===== config.mk =====
export PLATFORM = sky130hd
export DESIGN_NAME = mem_ctrl
export DESIGN_NICKNAME = d
export VERILOG_FILES = /design/src/rtl/mem_ctrl.sv
export SDC_FILE = /design/constraint.sdc
export NUM_CORES = 1
export LEC_CHECK = 0
export ABC_CLOCK_PERIOD_IN_PS = 2800
export BUFFER_PORTS_ARGS = -buffer_cell sky130_fd_sc_hd__buf_2
export CORE_MARGIN = 2
export CORE_UTILIZATION = 53
export CTS_CLUSTER_SIZE = 10
export DETAILED_ROUTE_END_ITERATION = 10
export PLACE_DENSITY = 0.88
export SETUP_SLACK_MARGIN = 0.4
export SYNTH_ARGS = -nofsm -noshare
export SYNTH_HDL_FRONTEND = slang
export SYNTH_SLANG_ARGS = --single-unit

===== constraint.sdc =====
create_clock -name clk -period 2.8 [get_ports clk]
set_input_delay 0.14 -clock clk [delete_from_list [all_inputs] [get_ports clk]]
set_output_delay 0.14 -clock clk [all_outputs]
set_load 0.05 [all_outputs]

===== src/rtl/mem_ctrl.sv =====
// Byte-wide RAM/IO port controller: arbitrates IF word fetch vs MEM byte/half/word access (MEM_CTRL_IF_PRIORITY_EN gives IF the tie).
// Latency from accept edge: read n+1 edges, write n edges, NOP 0; one IDLE + one DONE cycle between transactions.
// Requests are held until done; a pending request waits in IDLE, an IF read aborts when if_req_i drops.
module mem_ctrl (
    input  logic        clk,
    input  logic        rst,
    input  logic        if_req_i,
    input  logic [31:0] if_addr_i,
    output logic [31:0] if_data_o,
    output logic        if_done_o,
    input  logic        mem_req_i,
    input  logic        mem_we_i,
    input  logic [1:0]  mem_sel_i,
    input  logic [31:0] mem_addr_i,
    input  logic [31:0] mem_wdata_i,
    output logic [31:0] mem_rdata_o,
    output logic        mem_done_o,
    output logic [31:0] ram_a_o,
    output logic        ram_wr_o,
    output logic [7:0]  ram_dout_o,
    input  logic [7:0]  ram_din_i
);

    localparam logic [1:0] MEM_BYTE = 2'd0;
    localparam logic [1:0] MEM_HALF = 2'd1;
    localparam logic [1:0] MEM_WORD = 2'd2;
    localparam logic [1:0] MEM_NOP  = 2'd3;

    typedef enum logic [1:0] {
        IDLE,
        READ,
        WRITE,
        DONE
    } state_t;

    state_t      state;
    logic        owner_mem;
    logic [31:0] addr;
    logic [31:0] wdata;
    logic [2:0]  n;
    logic [2:0]  issue_idx;
    logic [2:0]  cap_idx;
    logic [1:0]  rd_pipe;

    logic        take_mem;
    logic        take_if;
    logic [31:0] issue_addr;
    logic        all_issued;
    logic        last_cap;

`ifdef MEM_CTRL_IF_PRIORITY_EN
    assign take_if  = if_req_i;
    assign take_mem = mem_req_i && !if_req_i;
`else
    assign take_mem = mem_req_i;
    assign take_if  = if_req_i && !mem_req_i;
`endif

    assign issue_addr = addr + {29'd0, issue_idx};
    assign all_issued = (issue_idx == n);
    assign last_cap   = (cap_idx == n - 3'd1);

    function automatic logic [2:0] sel_len(input logic [1:0] sel);
        case (sel)
            MEM_BYTE: sel_len = 3'd1;
            MEM_HALF: sel_len = 3'd2;
            MEM_WORD: sel_len = 3'd4;
            default:  sel_len = 3'd0;
        endcase
    endfunction

    always_ff @(posedge clk) begin
        if (rst) begin
            state       <= IDLE;
            owner_mem   <= 1'b0;
            addr        <= 32'd0;
            wdata       <= 32'd0;
            n           <= 3'd0;
            issue_idx   <= 3'd0;
            cap_idx     <= 3'd0;
            rd_pipe     <= 2'b00;
            ram_a_o     <= 32'd0;
            ram_wr_o    <= 1'b0;
            ram_dout_o  <= 8'd0;
            if_done_o   <= 1'b0;
            mem_done_o  <= 1'b0;
            if_data_o   <= 32'd0;
            mem_rdata_o <= 32'd0;
        end else begin
            if_done_o  <= 1'b0;
            mem_done_o <= 1'b0;
            case (state)
                IDLE: begin
                    ram_a_o   <= 32'd0;
                    ram_wr_o  <= 1'b0;
                    issue_idx <= 3'd0;
                    cap_idx   <= 3'd0;
                    rd_pipe   <= 2'b00;
                    if (take_mem) begin
                        owner_mem   <= 1'b1;
                        addr        <= mem_addr_i;
                        wdata       <= mem_wdata_i;
                        n           <= sel_len(mem_sel_i);
                        mem_rdata_o <= 32'd0;
                        if (mem_sel_i == MEM_NOP) begin
                            state      <= DONE;
                            mem_done_o <= 1'b1;
                        end else begin
                            ram_a_o   <= mem_addr_i;
                            issue_idx <= 3'd1;
                            if (mem_we_i) begin
                                state      <= WRITE;
                                ram_wr_o   <= 1'b1;
                                ram_dout_o <= mem_wdata_i[7:0];
                            end else begin
                                state   <= READ;
                                rd_pipe <= 2'b01;
                            end
                        end
                    end else if (take_if) begin
                        owner_mem <= 1'b0;
                        addr      <= if_addr_i;
                        n         <= 3'd4;
                        if_data_o <= 32'd0;
                        ram_a_o   <= if_addr_i;
                        issue_idx <= 3'd1;
                        rd_pipe   <= 2'b01;
                        state     <= READ;
                    end
                end

                READ: begin
                    if (!owner_mem && !if_req_i) begin
                        // fetch withdrawn: stop issuing at once and drop partial data
                        state     <= IDLE;
                        ram_a_o   <= 32'd0;
                        rd_pipe   <= 2'b00;
                        issue_idx <= 3'd0;
                        cap_idx   <= 3'd0;
                    end else begin
                        if (!all_issued) begin
                            ram_a_o    <= issue_addr;
                            issue_idx  <= issue_idx + 3'd1;
                            rd_pipe[0] <= 1'b1;
                        end else begin
                            ram_a_o    <= 32'd0;
                            rd_pipe[0] <= 1'b0;
                        end
                        rd_pipe[1] <= rd_pipe[0];
                        // RAM returns each byte two edges after its address was loaded
                        if (rd_pipe[1]) begin
                            if (owner_mem) begin
                                mem_rdata_o[{cap_idx[1:0], 3'b000} +: 8] <= ram_din_i;
                            end else begin
                                if_data_o[{cap_idx[1:0], 3'b000} +: 8] <= ram_din_i;
                            end
                            cap_idx <= cap_idx + 3'd1;
                            if (last_cap) begin
                                state <= DONE;
                                if (owner_mem) begin
                                    mem_done_o <= 1'b1;
                                end else begin
                                    if_done_o <= 1'b1;
                                end
                            end
                        end
                    end
                end

                WRITE: begin
                    if (all_issued) begin
                        ram_wr_o   <= 1'b0;
                        ram_a_o    <= 32'd0;
                        ram_dout_o <= 8'd0;
                        state      <= DONE;
                        mem_done_o <= 1'b1;
                    end else begin
                        ram_a_o    <= issue_addr;
                        ram_dout_o <= wdata[{issue_idx[1:0], 3'b000} +: 8];
                        issue_idx  <= issue_idx + 3'd1;
                    end
                end

                DONE: begin
                    state    <= IDLE;
                    ram_a_o  <= 32'd0;
                    ram_wr_o <= 1'b0;
                end

                default: state <= IDLE;
            endcase
        end
    end

endmodule


Yosys cells after proc, flatten, opt, wreduce, memory -nomap -nowiden
Cells that the tools add are included.
- bits of input ports: 111
- bits in registers: 185
- word-level logic and storage cells: 138
- add/sub/neg operators: 5
- equal/unequal tests: 21
- shifts and indexed selects: 3
- reduce and logical (&&, ||, !) cells: 21
- bitwise operators: 3
- muxes and demuxes: 70
- operator list (kind ; count):
    $mux 32 ; 16
    $pmux 32 s2 ; 2
    $pmux 32 s4 ; 1
    $bwmux 32 ; 2
    $add 32x3->32 ; 1
    $mux 8 ; 4
    $shift 8x7->32 const A ; 1
    $shiftx 32x6->8 ; 1
    $shiftx 8x7->32 ; 1
    $mux 3 ; 7
    $mux 1 ; 20
    $mux 2 ; 10
    $ne 2x2->1 const B ; 10
    $pmux 3 s3 ; 2
    $pmux 8 s2 ; 1
    $ne 3x3->1 const B ; 3
    $eq 2x2->1 const B ; 4
    $pmux 2 s4 ; 1
    $reduce_and 2->1 ; 4
    $reduce_and 4->1 ; 2
    $neg 5->7 ; 1
    $add 3x1->3 const B ; 2
    $eq 3x3->1 ; 2
    $pmux 1 s3 ; 2
    13 further kinds ; 23

Logic depth before layout (Yosys ltp)
Gate-level depths: netlist (run 1).
- depth in word-level cells: 7
- gate-level depth with buffers: 9
- depth with buffers taken out: 8

Least setup slack after synthesis (run 1)
OpenSTA, ideal clock, no wires.
- path kind: register to register
- start: register issue_idx[1]
- end: register ram_a_o[24]
- stages on the path, launching flop included: 9
- arrival time: 2201 ps
- setup time: 132 ps
- slack: 466 ps
- period minus slack after synthesis: 2334 ps
- cell sequence: dfxtp_1 -> clkbuf_1 -> inv_1 -> fa_1 -> nor2b_1 -> nor2_1 -> nor4_1 -> xnor2_1 -> o22ai_2
- cells in the longest elaborated chain, start to end: 4
- elaborated cells between the ends (all ways): 5
- RTL lines (item ; RTL line ; source):
    start: declaration ; 41 ; logic [2:0] issue_idx;
    start signal: assignment ; 143 ; issue_idx <= issue_idx + 3'd1;
    start signal: assignment ; 180 ; issue_idx <= issue_idx + 3'd1;
    $add 32x3->32 / $eq 3x3->1 (equally long branches) ; 59, 60 ;
    $mux 32 (*) ; 141, 171 ;
    $mux 32 ; 133 ; if (!owner_mem && !if_req_i) begin
    $pmux 32 s4 (*) ; 92 ; case (state)
    end signal: assignment ; 109 ; ram_a_o <= mem_addr_i;
    end signal: assignment ; 142 ; ram_a_o <= issue_addr;
    end signal: assignment ; 178 ; ram_a_o <= issue_addr;
    end: declaration ; 18 ; output logic [31:0] ram_a_o,
Mark *: on every way between the ends. The rest lies on a longest branch, timed or not.
A chain may end at the register's enable or synchronous reset.

Worst setup path after layout (run 1)
- start: register issue_idx[2]
- end: register ram_a_o[24]
The elaborated chain is that of the path after synthesis.

==> metrics.md, run 1 <==
| Metric | Value |
|---|---|
| Status | finished clean |
| Worst rel slew slack | between 30 and 40% |
| Placeable Area | 0.0159 mm² |
| Floorplan die area | around 0.017 mm² |
| Maximum achievable frequency | 437 MHz |
| Final number of hold-violating endpoints | 0 |
| Arrival @ worst endpoint | 2.60 ns |
| Most frequent standard cell in the layout excluding fill and tap cells | sky130_fd_sc_hd__buf_2 |
| Count of buffers from port buffering | 217 |
| Number of enable-type register cells in the synthesized netlist | 0 |
| Initial antenna violation count | 0 |
| Max incr delay on CP | about 0.74 ns |
| Critical Path Start Type | flop |
| Sort of element at the end of the critical path | flop |
| Clock root buffer master | sky130_fd_sc_hd__clkbuf_16 |
| Number of buffers inserted during clock tree synthesis | 17 |
| Avg Synthesized Cell Area | 8.75 µm² |
| Setup violations, final | 0 |
| Global-route wire length before repair | 39.8 mm |
| Least-Margin Pin Slew | 0.980 ns |
| VDD IR-drop max | between 500 and 600 µV |
| Vias | 8345 |
| Number of levels in the clock H-tree | 4 |
| Share of async-settable or async-resettable flops after synthesis | 0% |
| Cell-by-cell listing of the critical path | ha_1 -> nor2b_2 -> nor2_1 -> nor4_1 -> xnor2_1 -> o22ai_2 |
| Syn Std Cell Area | 0.00861 mm² |
| Number of detailed-route iterations in the first pass | 6 |
| Number of design-rule violations left by the first detailed-router iteration | 777 |
| Prevailing post-synth register cell | sky130_fd_sc_hd__dfxtp_1 |
| Post-layout min period | ~2.3 ns |
| Share of post-route cells with drive strength above 1 | 25.5% |
| Starting utilization of the core area | 54.2% |
| Number of nets in the layout | 1325 |
| Number of routed nets with antenna violations | 0 |
| Cells after Synth | 984 |
| Final worst clock skew | 0.0145 ns |
| Maximum Capacitance Violations | 0 |
| Critical path start-end classification | reg2reg |
| Min-delay worst type | in2reg |
| Clock latency on the worst-skew pair | 0.44 ns |
| Fin util | about two thirds |
| Lkg Pwr | 4.38 nW |
| Required time worst endpoint | 3.11 ns |
| Synth warnings | 0 |
| Sinks on the clock net | 185 |
| Total power density per cell area | 838 mW/mm² |
| Pin count of the biggest net entering global routing | 68 |
| Total congestion overflow after global routing | 0 |
| Buffers plus inverters on the worst setup path | 0 |
| Standard-cell rows | 46 |
| TNS Setup | 0 ns |
| Area growth syn-to-layout | 25.1% |
| Post CTS Setup Buffer Count | 0 |
| Die Wd | 131 µm |
| Distinct cell type count of the synthesized netlist | 59 |
| Via count of the first global-routing pass | 7839 |
| Seq cells post-synth | 185 |
| Top-level port count | between 200 and 250 |
| RSZ-0062 raised after global routing | false |
| Slew Limit Fails | 0 |
| Ratio of routed vias to standard cells | 5.85 |
| Largest fanout on the critical path | 9 |
| Sequential cell area fraction in the yosys report | 43.0% |
| Clock transition at the register clock pins on the worst setup and hold paths after CTS | 0.07 ns |
| Gate family responsible for the most delay along the worst path | simple AND/OR/NAND/NOR gates |
| Tcrit/Tclk final | 81.7% |
| Cell type of the slowest stage on the worst timing path | sky130_fd_sc_hd__nor2_1 |
| Net count after synthesis | 1111 |
| GRT Util Overall | 28.1% |
| Clock tree from TritonCTS | built |
| Final estimated routing congestion in global placement | 0.908 |
| Total wirelength of the detailed-routed design | ~25 mm |
| Half-perimeter wire length after detailed placement | 16.6 mm |
| Number of antenna cells inserted | 0 |
| Commonest non-fill, non-tap cells in the layout | sky130_fd_sc_hd__buf_2 (216), sky130_fd_sc_hd__dfxtp_1 (185), sky130_fd_sc_hd__nor2_1 (105) |
| Maximum count of clock buffers along a single path | 2 |
| Die Y-Extent | between 100 and 150 µm |
| Detailed-route DRC error count | 0 |
| Wire length per cell after detailed routing | 17.4 µm |
## worst reg2reg max path, cell delays in order (launching register included)
cell,delay (ns)
sky130_fd_sc_hd__dfxtp_1,0.41
sky130_fd_sc_hd__ha_1,0.31
sky130_fd_sc_hd__nor2b_2,0.19
sky130_fd_sc_hd__nor2_1,0.74
sky130_fd_sc_hd__nor4_1,0.16
sky130_fd_sc_hd__xnor2_1,0.25
sky130_fd_sc_hd__o22ai_2,0.11
## layout make-up
type                       count  area, µm²
sequential                   185       3700
timing repair buffer         274       1600
multi-input combinational    704       4550
fill                        1264       5110
tap                          216        270
clock inverter                12        140
clock buffer                  20        447
inverter                      16       60.1
## per-stage QoR
step | total power (W) | cell area [µm²] | hold WS [ns] | setup slack [ns] | instances
2_1_floorplan | 0.00575 | 8610 | 0.276 | 0.466 | 984
3_3_place_gp | 0.00646 | 9830 | 0.382 | 0.517 | 1362
3_5_place_dp | 0.00655 | 9830 | 0.385 | 0.407 | 1362
4_1_cts | 0.00898 | 10700 | 0.0107 | 0.399 | 1427
5_1_grt | 0.00949 | 10800 | 0.0207 | 0.404 | 1427
6_report | 0.00903 | 10800 | 0.0178 | 0.513 | 1427
## where the power goes
part | total [W] | switching [W] | internal, W
logic | 0.00322 | 0.00216 | 0.00106
clock network | 0.00240 | 0.00105 | 0.00135
registers | 0.00341 | 0.000352 | 0.00306
## path summary, 6_finish.rpt
check,start,to,slack [ns],cells past startpoint
setup / recovery,issue_idx[2]$_SDFFE_PP0N_,ram_a_o[24]$_SDFF_PP0_,0.51,6
setup reg to reg,issue_idx[2]$_SDFFE_PP0N_,ram_a_o[24]$_SDFF_PP0_,0.51,6
hold reg to reg,wdata[0]$_SDFFE_PP0P_,wdata[0]$_SDFFE_PP0P_,0.45,2
hold / removal,if_addr_i[18],ram_a_o[18]$_SDFF_PP0_,0.02,3
## logic make-up after synthesis
kind of cell,after synthesis,share of synthesized area (%)
xor gates and xnor gates,36,3.82
DFF,185,43.0
and+or+nand+nor,360,20.4
muxes,48,6.74
AOI/OAI and AO/OA,244,19.1
buffers and inverters,95,4.52
adders and majority gates,16,2.41
## state kept, by name (all words and copies together), names as in the netlist, 2 cells and up
name         flops
wdata           32
state            2
ram_dout_o       8
mem_rdata_o     32
cap_idx          3
n                3
rd_pipe          2
issue_idx        3
addr            32
if_data_o       32
ram_a_o         32
## metal layers
metal,routed length [µm],global-route usage (%),vias to the layer above
li1,-,-,3982
met1,10300,36.0,3955
met2,12300,47.5,360
met3,1550,4.90,48
met4,614,10.9,0
met5,0,0,-
## synthesized netlist by cell type (all sizes together), types with 15 or more instances
| cell type | instances | area [µm²] |
|---|---|---|
| a211oi | 34 | 255 |
| a21oi | 77 | 385 |
| a22oi | 25 | 188 |
| a32oi | 29 | 254 |
| buf | 15 | 87.6 |
| clkbuf | 64 | 241 |
| dfxtp | 185 | 3700 |
| ha | 15 | 188 |
| inv | 16 | 60.1 |
| mux2i | 40 | 400 |
| nand2 | 100 | 375 |
| nand3 | 40 | 200 |
| nor2 | 111 | 427 |
| nor2b | 21 | 131 |
| nor3 | 31 | 165 |
| o21ai | 26 | 130 |
| o22ai | 25 | 181 |
| xnor2 | 28 | 245 |
## timing repair
action	CTS	global route
hold endpoints to repair	33	0
cloned	0	0
gates resized for setup	2	7
hold buffers	33	0
endpoints found under the setup margin	8	81
(Power assumes the default switching activity.)
==> run 2, diff against run 1 <==
--- a/config.mk
+++ b/config.mk
@@ -5,13 +5,13 @@
 export SDC_FILE = /design/constraint.sdc
 export NUM_CORES = 1
 export LEC_CHECK = 0
-export ABC_CLOCK_PERIOD_IN_PS = 2800
+export ABC_CLOCK_PERIOD_IN_PS = 2050
 export BUFFER_PORTS_ARGS = -buffer_cell sky130_fd_sc_hd__buf_2
 export CORE_MARGIN = 2
-export CORE_UTILIZATION = 53
+export CORE_UTILIZATION = 48
 export CTS_CLUSTER_SIZE = 10
 export DETAILED_ROUTE_END_ITERATION = 10
-export PLACE_DENSITY = 0.88
+export PLACE_DENSITY = 0.84
 export SETUP_SLACK_MARGIN = 0.4
 export SYNTH_ARGS = -nofsm -noshare
 export SYNTH_HDL_FRONTEND = slang
==> constraint.sdc (replaced) <==
create_clock -name clk -period 2.05 [get_ports clk]
set_input_delay 0.1025 -clock clk [delete_from_list [all_inputs] [get_ports clk]]
set_output_delay 0.1025 -clock clk [all_outputs]
set_load 0.05 [all_outputs]
==> metrics.md, run 2 (synthesized netlist as in run 1, its figures left out) <==
| Metric | Value |
|---|---|
| Status | finished, violations left |
| Failing checks | hold timing, setup timing |
| Crit path setup slack, layout | -0.332 ns |
| Number of levels in the clock H-tree | 4 |
| Number of detailed-route iterations in the first pass | 6 |
| Post-layout min period | 2.38 ns |
| Clock transition at the register clock pins on the worst setup and hold paths after CTS | 0.08 ns |
| Number of design-rule violations left by the first detailed-router iteration | approximately 1.4k |
| Required time worst endpoint | 2.34 ns |
| Via count of the first global-routing pass | approximately 9k |
| Number of nets in the layout | 1457 |
| Commonest non-fill, non-tap cells in the layout | sky130_fd_sc_hd__buf_2 (216), sky130_fd_sc_hd__dfxtp_1 (161), sky130_fd_sc_hd__buf_4 (74) |
| Setup violations, final | 23 |
| Ratio of routed vias to standard cells | 6.61 |
| Top-level port count | 218 |
| Wire length per cell after detailed routing | 25.0 µm |
| Final estimated routing congestion in global placement | between 0.8 and 0.9 |
| Clock latency on the worst-skew pair | 0.44 ns |
| Count of buffers from port buffering | 217 |
| Standard-cell rows | 48 |
| Final worst clock skew | 0.0135 ns |
| Pin count of the biggest net entering global routing | 70 |
| RSZ-0062 raised after global routing | true |
| Vias | slightly above 10k |
| Share of post-route cells with drive strength above 1 | about half |
| Number of buffers inserted during clock tree synthesis | 17 |
| Initial antenna violation count | 1 |
| Maximum Capacitance Violations | 0 |
| Tcrit/Tclk final | 116% |
| Clock root buffer master | sky130_fd_sc_hd__clkbuf_16 |
| Worst rel slew slack | a little over half |
| Half-perimeter wire length after detailed placement | 17.2 mm |
| Sinks on the clock net | 185 |
| Slew Limit Fails | 0 |
| Largest fanout on the critical path | 8 |
| Final number of hold-violating endpoints | 1 |
| Sort of element at the end of the critical path | flop |
| Die Wd | 138 µm |
| Total wirelength of the detailed-routed design | 39.1 mm |
| Total congestion overflow after global routing | 0 |
| Detailed-route DRC error count | 0 |
| Min-delay worst type | in2reg |
| VDD IR-drop max | 925 µV |
| Lkg Pwr | slightly below 6 nW |
| Placeable Area | 0.0174 mm² |
| Least-Margin Pin Slew | 0.681 ns |
| Clock tree from TritonCTS | built |
| Critical path start-end classification | reg2reg |
| Maximum count of clock buffers along a single path | 2 |
| Worst hold slack | -0.000154 ns |
| Arrival @ worst endpoint | approximately 2.7 ns |
| Number of routed nets with antenna violations | 0 |
| Die Y-Extent | about 140 µm |
| Starting utilization of the core area | 49.4% |
| Critical Path Start Type | flop |
| Final-layout fill cell count | 943 |
| Global-route wire length before repair | 46.8 mm |
| Most frequent standard cell in the layout excluding fill and tap cells | sky130_fd_sc_hd__buf_2 |
| Total power density per cell area | around 1200 mW/mm² |
| Design Power | 0.0174 W |
| Maximum achievable frequency | 420 MHz |
| Floorplan die area | 0.0190 mm² |
| Area growth syn-to-layout | 61.9% |
| Number of antenna cells inserted | 0 |
| GRT Util Overall | 31.5% |
[run 2: cell types whose count changed in the layout (fill, tap and decap cells not counted), sizes merged]
| cell | before | now |
|---|---|---|
| clkinv | 4 | 5 |
| bufbuf | 0 | 3 |
| dlygate4sd3 | 33 | 51 |
| clkinvlp | 3 | 1 |
| inv | 19 | 21 |
| bufinv | 2 | 3 |
| buf | 241 | 347 |
| clkbuf | 20 | 23 |
[run 2: path summary, 6_finish.rpt]
| kind | to | cells past startpoint | start | slack (ns) |
|---|---|---|---|---|
| worst max register to register | ram_a_o[29]$_SDFF_PP0_ | 7 | addr[5]$_SDFFE_PP0P_ | -0.33 |
| worst min-delay path | ram_a_o[18]$_SDFF_PP0_ | 3 | if_addr_i[18] | -0.0002 |
| worst max-delay path | ram_a_o[29]$_SDFF_PP0_ | 7 | addr[5]$_SDFFE_PP0P_ | -0.33 |
| worst min register to register | wdata[15]$_SDFFE_PP0P_ | 2 | wdata[15]$_SDFFE_PP0P_ | 0.46 |
[run 2: report_power, final]
group	leakage (nW)	total [W]	internal [W]	switching, W
logic	3.95	0.00898	0.00400	0.00498
registers	1.52	0.00480	0.00422	0.000581
clock network	0.311	0.00359	0.00199	0.00159
total	5.79	0.0174	0.0102	0.00716
[run 2: routing by layer]
layer  up-vias  part of all wire (%)  GRT usage (%)
met5         -                     0              0
met3       299                    11           5.70
met2       883                    46           52.4
met1      4930                    35           38.9
li1       4258                     -              -
met4         0                   8.0           16.8
[run 2: worst max-delay path, cell delays in order, from the launching register on]
cell,delay (ns)
sky130_fd_sc_hd__dfxtp_2,0.34
sky130_fd_sc_hd__nand4_1,0.20
sky130_fd_sc_hd__or4_4,0.73
sky130_fd_sc_hd__buf_12,0.20
sky130_fd_sc_hd__buf_12,0.15
sky130_fd_sc_hd__nor4_4,0.16
sky130_fd_sc_hd__xnor2_1,0.24
sky130_fd_sc_hd__o22ai_1,0.20
[run 2: layout make-up]
cell class                      count  area, µm²  share of cell area [%]
Sequential cell                   185       3750                    26.9
Tap cell                          225        282                    2.02
Timing Repair Buffer              406       3320                    23.8
Clock inverter                     14        186                    1.34
Clock buffer                       18        439                    3.15
Inverter                           16       71.3                   0.512
Multi-Input combinational cell    704       5880                    42.2
[run 2: timing repair]
item / 4_1_cts / 5_1_grt
setup buffers: 50 / 29
cloned: 12 / 7
pin swaps: 64 / 123
resized for setup: 129 / 227
endpoints found under the hold margin: 51 / 0
hold buffers: 51 / 0
endpoints found under the setup margin: 145 / 160
[run 2: per-stage QoR]
stage | TNS, ns | instances | setup slack [ns] | utilization [%] | area, µm²
after floorplan | 0 | 984 | 0.156 | - | 8880
after global placement | 0 | 1387 | 0.131 | 58.6 | 10200
after detailed placement | 0 | 1387 | 0.0512 | 58.6 | 10200
after CTS | 0 | 1532 | 0.101 | 72.5 | 12600
after global routing | -5.89 | 1568 | -0.490 | 80.0 | 13900
final | -2.29 | 1568 | -0.332 | 80.0 | 13900
==> run 3, diff against run 2 <==
--- a/config.mk
+++ b/config.mk
@@ -12,7 +12,6 @@
 export CTS_CLUSTER_SIZE = 10
 export DETAILED_ROUTE_END_ITERATION = 10
 export PLACE_DENSITY = 0.84
-export SETUP_SLACK_MARGIN = 0.4
 export SYNTH_ARGS = -nofsm -noshare
 export SYNTH_HDL_FRONTEND = slang
 export SYNTH_SLANG_ARGS = --single-unit
==> metrics.md, run 3 (synthesized netlist as in run 1, its figures left out) <==
| Metric | Value |
|---|---|
| Top-level port count | 218 |
| Maximum Capacitance Violations | 0 |
| Tcrit/Tclk final | 99.0% |
| Floorplan die area | between 0.015 and 0.02 mm² |
| Launch point of the worst hold path | if_addr_i[6] |
| Commonest non-fill, non-tap cells in the layout | sky130_fd_sc_hd__buf_2 (216), sky130_fd_sc_hd__dfxtp_1 (180), sky130_fd_sc_hd__nor2_1 (106) |
| Min-delay worst type | in2reg |
| Area growth syn-to-layout | 33.3% |
| Setup violations, final | 0 |
| Total power density per cell area | 1130 mW/mm² |
| Hold path endpoint | addr[6]$_SDFFE_PP0P_ |
| Clock latency on the worst-skew pair | 0.44 ns |
| GRT Util Overall | 26.3% |
| Critical path start-end classification | reg2reg |
| Worst rel slew slack | between 50% and 60% |
| Final number of hold-violating endpoints | 0 |
| R2r worst-path depth | 8 |
| Most frequent standard cell in the layout excluding fill and tap cells | sky130_fd_sc_hd__buf_2 |
| Via count of the first global-routing pass | 8052 |
| Least-Margin Pin Slew | 0.615 ns |
| Initial antenna violation count | 1 |
| Total wirelength of the detailed-routed design | 25.8 mm |
| Largest fanout on the critical path | 4 |
| Sinks on the clock net | roughly 190 |
| Status | finished clean |
| Slew Limit Fails | 0 |
| Clock transition at the register clock pins on the worst setup and hold paths after CTS | 0.08 ns |
| Maximum achievable frequency | 493 MHz |
| Standard-cell rows | 48 |
| Count of buffers from port buffering | between 200 and 250 |
| Share of post-route cells with drive strength above 1 | between 20% and 30% |
| Ratio of routed vias to standard cells | 5.74 |
| Clock root buffer master | sky130_fd_sc_hd__clkbuf_16 |
| Arrival @ worst endpoint | 2.39 ns |
| Starting utilization of the core area | 49.4% |
| R2R setup slack | 0.02 ns |
| Capture instance of the worst register-to-register path | ram_a_o[6]$_SDFF_PP0_ |
| Number of design-rule violations left by the first detailed-router iteration | 693 |
| Number of nets in the layout | 1387 |
| Met2 Usage GRT | 45.3% |
| Final-layout fill cell count | between 1k and 1.5k |
| Die Y-Extent | ~140 µm |
| Routing usage on met1 | 32.8% |
| Clock tree from TritonCTS | built |
| Number of levels in the clock H-tree | 4 |
| VDD IR-drop max | roughly 860 µV |
| Global-route wire length before repair | 39.7 mm |
| Sort of element at the end of the critical path | flop |
| Half-perimeter wire length after detailed placement | 17.2 mm |
| Vias | 8599 |
| TNS Setup | 0 ns |
| Final worst clock skew | about 0.014 ns |
| Required time worst endpoint | 2.41 ns |
| Number of routed nets with antenna violations | 0 |
| Instance count along the most critical hold path | 3 |
| Post-layout min period | between 2 and 2.5 ns |
| Wire length per cell after detailed routing | 17.2 µm |
| Routing usage on met3 | 5.85% |
| RSZ-0062 raised after global routing | true |
| Pin count of the biggest net entering global routing | 94 |
| Layer carrying the most global-route usage | met2 |
| Lkg Pwr | 4.77 nW |
| Design Power | 0.0130 W |
| Placeable Area | 0.0174 mm² |
| Detailed-route DRC error count | 0 |
| Reg2Reg Launch Point | addr[0]$_SDFFE_PP0P_ |
| Final estimated routing congestion in global placement | about 0.9 |
| Die Wd | about 140 µm |
| Number of detailed-route iterations in the first pass | 5 |
| Number of buffers inserted during clock tree synthesis | 17 |
| Maximum count of clock buffers along a single path | 2 |
| Total congestion overflow after global routing | 0 |
| Critical Path Start Type | flop |
[run 3: how the worst max path moves through the flow]
| stage | startpoint | cells past startpoint | end | slack (ns) |
|---|---|---|---|---|
| finish | addr[0]$_SDFFE_PP0P_ | 8 | ram_a_o[6]$_SDFF_PP0_ | 0.02 |
| global placement | state[0]$_SDFFE_PP0P_ | 7 | mem_rdata_o[0]$_SDFFE_PP0P_ | 0.04 |
| global route | issue_idx[0]$_SDFFE_PP0N_ | 8 | ram_a_o[4]$_SDFF_PP0_ | -0.04 |
| CTS | state[1]$_SDFFE_PP0P_ | 7 | if_data_o[4]$_SDFFE_PP0P_ | 0.0002 |
| floorplan | state[1]$_SDFFE_PP0P_ | 9 | if_data_o[24]$_SDFFE_PP0P_ | 0.0003 |
| detailed placement | addr[0]$_SDFFE_PP0P_ | 9 | ram_a_o[20]$_SDFF_PP0_ | -0.05 |
[run 3: final cells by class]
cell class	instances	area [µm²]	share of cell area, %
Clock buffer	17	425	3.71
Sequential cell	185	3710	32.3
Multi-Input combinational cell	704	4640	40.4
Timing Repair Buffer	336	2190	19.1
Antenna cell	1	2.50	0.0218
Inverter	16	62.6	0.545
Tap cell	225	282	2.45
Clock inverter	15	166	1.45
[run 3: through the flow]
stage	worst slack, ns	util, %	cells	hold WS, ns	instance area [µm²]
5_1_grt	-0.0380	65.9	1498	0.00474	11500
2_1_floorplan	0.000295	-	984	0.238	8620
3_3_place_gp	0.0446	58.5	1411	0.343	10200
4_1_cts	0.000218	65.2	1497	0.000700	11400
6_report	0.0202	65.9	1499	0.0147	11500
3_5_place_dp	-0.0490	58.5	1411	0.349	10200
[run 3: routing by layer]
metal	vias to the layer above	share of wire (%)	wire length (µm)
met2	408	49	12700
met3	54	7.7	1970
li1	4102	-	-
met1	4035	41	10500
met4	0	2.2	579
met5	-	0	0
[run 3: critical path, cell delays in order, from the launching register on]
cell and delay (ns):
sky130_fd_sc_hd__dfxtp_2 0.35, sky130_fd_sc_hd__ha_4 0.15, sky130_fd_sc_hd__inv_4 0.03, sky130_fd_sc_hd__fa_2 0.38
sky130_fd_sc_hd__nor2b_4 0.18, sky130_fd_sc_hd__o2111ai_1 0.15, sky130_fd_sc_hd__xor2_1 0.17, sky130_fd_sc_hd__or4_1 0.40
sky130_fd_sc_hd__a21oi_1 0.14
[run 3: report_power, final]
group	switching [W]	internal, W	leakage, nW
registers	0.000395	0.00418	1.51
clock network	0.00166	0.00165	0.292
logic	0.00315	0.00192	2.97
[run 3: timing repair]
item / CTS / global route
hold buffers: 53 / 0
pin swaps: 1 / 12
gates resized for setup: 4 / 28
setup buffers: 1 / 1
endpoints found under the setup margin: 29 / 105
endpoints found under the hold margin: 57 / 0
gates cloned: 0 / 1
